===== config.mk =====
export PLATFORM = sky130hd
export DESIGN_NAME = gerenciador_ativos_ctrl
export DESIGN_NICKNAME = d
export VERILOG_FILES = /design/src/rtl/gerenciador_ativos_ctrl.sv
export SDC_FILE = /design/constraint.sdc
export NUM_CORES = 1
export LEC_CHECK = 0
export ABC_AREA = 0
export CORE_UTILIZATION = 39
export CTS_BUF_LIST = sky130_fd_sc_hd__clkbuf_4
export CTS_CLUSTER_SIZE = 14
export DETAILED_ROUTE_END_ITERATION = 16
export PLACE_DENSITY = 0.91
export SLEW_MARGIN = 10
export SYNTH_ARGS = -nofsm -noshare
export SYNTH_HDL_FRONTEND = slang
export SYNTH_SLANG_ARGS = --single-unit

===== constraint.sdc =====
create_clock -name clk -period 1.05 [get_ports clk]
set_input_delay 0.1575 -clock clk [delete_from_list [all_inputs] [get_ports clk]]
set_output_delay 0.1575 -clock clk [all_outputs]
set_load 0.02 [all_outputs]

===== src/rtl/gerenciador_ativos_ctrl.sv =====
// Active-node slot manager: maps each update/deactivate request onto a registered
// one-hot enable for exactly one NA slot, chosen from the slot array's reported state.
module gerenciador_ativos_ctrl #(
  parameter int unsigned NUM_NA    = 8,
  parameter int unsigned ADR_WIDTH = 5
) (
  input  logic                        clk,
  input  logic                        rst_n,
  input  logic                        desativar_in,
  input  logic                        atualizar_in,
  input  logic [ADR_WIDTH-1:0]        endereco_in,
  input  logic [ADR_WIDTH*NUM_NA-1:0] na_endereco_in,
  input  logic [NUM_NA-1:0]           na_ativo_in,
  output logic [NUM_NA-1:0]           habilitar_out
);

  logic [NUM_NA-1:0] match_vec;
  logic [NUM_NA-1:0] free_vec;
  logic [NUM_NA-1:0] match_sel;
  logic [NUM_NA-1:0] free_sel;
  logic [NUM_NA-1:0] habilitar_d;
  logic [NUM_NA-1:0] habilitar_q;

  always_comb begin
    match_vec = '0;
    free_vec  = '0;
    for (int unsigned i = 0; i < NUM_NA; i++) begin
      match_vec[i] = na_ativo_in[i] &&
                     (na_endereco_in[ADR_WIDTH*i +: ADR_WIDTH] == endereco_in);
      free_vec[i]  = ~na_ativo_in[i];
    end
  end

  // Isolating the lowest set bit gives the fixed-priority pick and is one-hot by construction.
  assign match_sel = match_vec & (~match_vec + NUM_NA'(1));
  assign free_sel  = free_vec & (~free_vec + NUM_NA'(1));

  always_comb begin
    habilitar_d = '0;
    if (desativar_in) begin
      habilitar_d = match_sel;
    end else if (atualizar_in) begin
      // Refresh an existing entry before ever allocating, so no address is duplicated.
      habilitar_d = (|match_vec) ? match_sel : free_sel;
    end
  end

  always_ff @(posedge clk or negedge rst_n) begin
    if (!rst_n) begin
      habilitar_q <= '0;
    end else begin
      habilitar_q <= habilitar_d;
    end
  end

  assign habilitar_out = habilitar_q;

endmodule


==> run metrics, run 1 <==
Root Driver clkbuf_4; I/O pin total 65; H-tree levels 1; Starting Density 41.6%; Rows 17; clock buffer depth 2; Synth Net Count roughly 160; CTS Sinks 8; area share of the largest cell type after synthesis 27.6%; Log Error [ERROR DPL-0033] detailed placement checks failed during check placement.; Synth Register Bits 8; status aborted with a tool error; post-synthesis cell type count 24; Die W 50.6 um; worst setup endpoint GRT habilitar_out[1]$_DFF_PN0_/D; Synth area leader xor2_1; Yosys Warn Count 0; largest net degree at the start of global routing 9; DP Wirelength about 2600 um; initial antenna violation count 0; sequential share of the synthesized area a little over a fifth; DIE HEIGHT 50.6 um; Cell Area, Placed 1770 um2; Synth area leaders xor2_1, dfrtp_1, xnor2_1, buf_6, nor4_1; Stopped at global routing; PortBufs 64; worst endpoint type sequential cell input; number of buffers created by CTS 3; syn avg cell area slightly above 9 um2; gate count of the mapped netlist 100; Post-Place Cells ~220; Post-Syn Area 920 um2; routability-driven placement congestion ratio 0.876
[Yosys cell counts]
library cell / number
nor2_1: 5
o22ai_1: 2
a31oi_4: 1
nor4b_1: 1
a31oi_1: 1
nand3b_1: 1
nand2_1: 1
inv_1: 3
xor2_1: 29
nand4_2: 1
or3_1: 1
buf_6: 5
nor3_2: 1
dfrtp_1: 8
nand4_1: 1
nand3_1: 7
nor4_1: 7
nor3_1: 3
and3_1: 4
a21oi_1: 3
or4b_4: 1
nor3b_1: 1
o32ai_2: 2
xnor2_1: 11
[metrics by stage]
step                      setup slack (ps)  util [%]
after CTS                             -549      85.7
after detailed placement             -1230      80.0
after global placement               -1130      80.0
after floorplan                       -568         -
[cells by family after synthesis]
| group | Yosys count | share of synthesized area [%] |
|---|---|---|
| compound gates | 9 | 9.52 |
| xor+xnor | 40 | 38.1 |
| buf+inv | 8 | 7.35 |
| flops | 8 | 21.8 |
| simple gates | 35 | 23.3 |
[repair_timing]
action                     CTS
hold buffers                 0
setup endpoints to repair   16
pin swaps                   53
resized for setup          116
setup buffers                8
==> inputs of run 2 (changes only) <==
--- a/config.mk
+++ b/config.mk
@@ -6,11 +6,9 @@
 export NUM_CORES = 1
 export LEC_CHECK = 0
 export ABC_AREA = 0
-export CORE_UTILIZATION = 39
-export CTS_BUF_LIST = sky130_fd_sc_hd__clkbuf_4
-export CTS_CLUSTER_SIZE = 14
+export CORE_UTILIZATION = 25
 export DETAILED_ROUTE_END_ITERATION = 16
-export PLACE_DENSITY = 0.91
+export PLACE_DENSITY_LB_ADDON = 0.15
 export SLEW_MARGIN = 10
 export SYNTH_ARGS = -nofsm -noshare
 export SYNTH_HDL_FRONTEND = slang
==> run 2 against run 1 <==
The flow now finishes, with violations (negative setup slack). Synthesized cell count is the same. Synthesized area is the same.
==> run metrics, run 2 <==
failing checks negative setup slack; full die area just under 4000 um2; Reg area 200 um2; number of global-route vias before repair 1142; DR pass1 iterations 4; Psw slightly above 400 uW; crit share post-route 154%; area of the multi-input gates about 850 um2; Synth Register Bits 8 (unchanged); Post-synth EDFFs 0 (unchanged); status finished, violations left (was aborted with a tool error); switching share of power 29.3%; Critical-path top delay cell or4b_4; Diodes inserted 0; largest net degree at the start of global routing 9; post-synthesis cell type count 24 (unchanged); DR vias 1145; Power Internal 974 uW; Post-synth top cells xor2_1, xnor2_1, dfrtp_1 (unchanged); DRT antenna net count 0; max reg flops 8; post-route setup slack -567 ps; # setup viols final 8; Synth area leaders xor2_1, dfrtp_1, xnor2_1, buf_6, nor4_1 (unchanged); RSZ-0062 raised after global routing true; Detailed Route WL about 3300 um; sequential power share about a quarter; Yosys Warn Count 0 (unchanged); Area Growth Syn to Fin 134%; first-pass GRT wire length 4910 um; CTS tree built; CP Capture Type flop; Layout Nets 268; IR Drop Worst-Case VDD 0.268 mV; min-delay worst type in -> async; Worst path max stage delay between 500 and 600 ps; crit path kind in -> reg; share of post-route cells with drive strength above 1 44.0%; DIE HEIGHT 62.7 um (was 50.6 um); Tightest Pin Transition 330 ps; Die W 62.7 um (was 50.6 um); Starting Density 26.7% (was 41.6%); CP Launch Type input port; DR WL/cell 12.8 um; FILL cells 293; relative slew slack between 70 and 80%; Max Freq 0.618 GHz; grt total ovfl 0; clock buffer depth 2 (unchanged); PwrDens 641 nW/um2; Max Cap Viol 0; crit path DAT 1760 ps; Tot GR Track Use 15.6%; drt via density about 4.5; cells along the critical path clkdlybuf4s15_1, xor2_1, nor4_2, and3_4, nor3_4, or4b_4, buf_4, o22ai_2; ys flop type dfrtp_1 (unchanged); async set or reset register ratio after synthesis 100% (unchanged); hold violation total from the final report 0; min Tclk post-route 1620 ps; DP Wirelength 2530 um (was 2630 um); H-tree levels 1 (unchanged); Clk pwr share 25.9%; Post-Syn Area 920 um2 (unchanged); most common cell after layout, fill and taps aside buf_4; most frequent cells in the layout buf_4, dlygate4sd2_1, xor2_1; number of buffers created by CTS 3 (unchanged); clock slew at reported path FFs around 40 ps; Max Slew Vio Count 0; PortBufs 64 (unchanged); routability-driven placement congestion ratio 0.735 (was 0.876); worst slack, placed -1220 ps (was -1230 ps); Comb power frac between 50% and 60%; family with the most delay on the worst path simple AND/OR/NAND/NOR gates; area share of the largest cell type after synthesis 27.6% (unchanged); gate count of the mapped netlist 100 (unchanged); drc violations 0; cell leakage power slightly above 0.001 uW; initial antenna violation count 0; I/O pin total 65 (unchanged); Synth area leader xor2_1 (unchanged); utilization after layout 62.5%; Synth Net Count 157 (unchanged); initial drt markers 26; most common cell in the netlist xor2_1 (unchanged); CP required 1200 ps; Rows 21 (was 17); sequential share of the synthesized area 21.8% (unchanged); Crit path buffers/inverters 2; syn avg cell area 9.20 um2 (unchanged); CTS Sinks 8 (unchanged); area of the core 3440 um2; Worst Path Max Fanout 4; Root Driver clkbuf_8 (was clkbuf_4)
[run 2: cell counts after synthesis]
Identical to the previous run, type by type.
[run 2: what timing repair did]
item | in CTS | in global routing
gates cloned | 0 | 0
setup buffers | 14 | 4
gates resized for setup | 116 | 32
endpoints found under the hold margin | 0 | 0
endpoints found under the setup margin | 16 | 16
hold buffers | 0 | 0
pin swaps | 52 | 9
[run 2: stage by stage]
step | cells | power (uW) | hold WS (ps) | TNS (ps) | cell area, um2
after global placement | 236 | 922 | 442 | -8750 | 1810
after detailed placement | 236 | 932 | 446 | -8960 | 1810
after global routing | 255 | 1440 | 234 | -4580 | 2150
after CTS | 252 | 1330 | 212 | -3910 | 2040
final | 255 | 1380 | 200 | -3910 | 2150
after floorplan | 100 | 588 | -138 | -3140 | 970
[run 2: path summary, 6_finish.rpt]
| path | start | to | slack, ps | depth (start not counted) |
|---|---|---|---|---|
| max | na_endereco_in[31] | habilitar_out[0] | -570 | 8 |
| min in group clk | na_ativo_in[6] | habilitar_out[7] | 320 | 3 |
| max in group asynchronous | rst_n | habilitar_out[7] | 610 | 1 |
| min | rst_n | habilitar_out[1] | 200 | 1 |
[run 2: power by group through the flow]
stage / combinational, uW / sequential, uW / clock (uW)
floorplan: 247 / 341 / 0
global placement: 596 / 327 / 0
detailed placement: 606 / 327 / 0
CTS: 656 / 322 / 356
global route: 745 / 324 / 376
finish: 698 / 323 / 357
[run 2: cell families (layout without fill, tap and decap cells)]
| family | after synthesis | after routing | share of synthesized area [%] |
|---|---|---|---|
| AND/OR/NAND/NOR | 35 | 35 | 23.3 |
| buffers and inverters | 8 | 117 | 7.35 |
| AO/OA/AOI/OAI | 9 | 9 | 9.52 |
| XOR/XNOR | 40 | 40 | 38.1 |
| flip-flops | 8 | 8 | 21.8 |
[run 2: cell type report]
type	instances	share of cell area [%]
inverter	3	0.524
tap	46	2.68
timing repair buffer	111	46.1
sequential	8	9.31
multi-input combinational	84	39.5
clock buffer	3	1.92
[run 2: per-layer routing]
layer	wire length, um	GRT usage, %	part of all wire [%]	vias up
met5	0	0	0	-
met3	180	2.55	5.5	5
met2	1800	30.6	55	42
li1	-	-	-	565
met4	31	4.36	0.95	0
met1	1250	16.8	38	533
No activity file was read; power rests on OpenSTA's default activity.
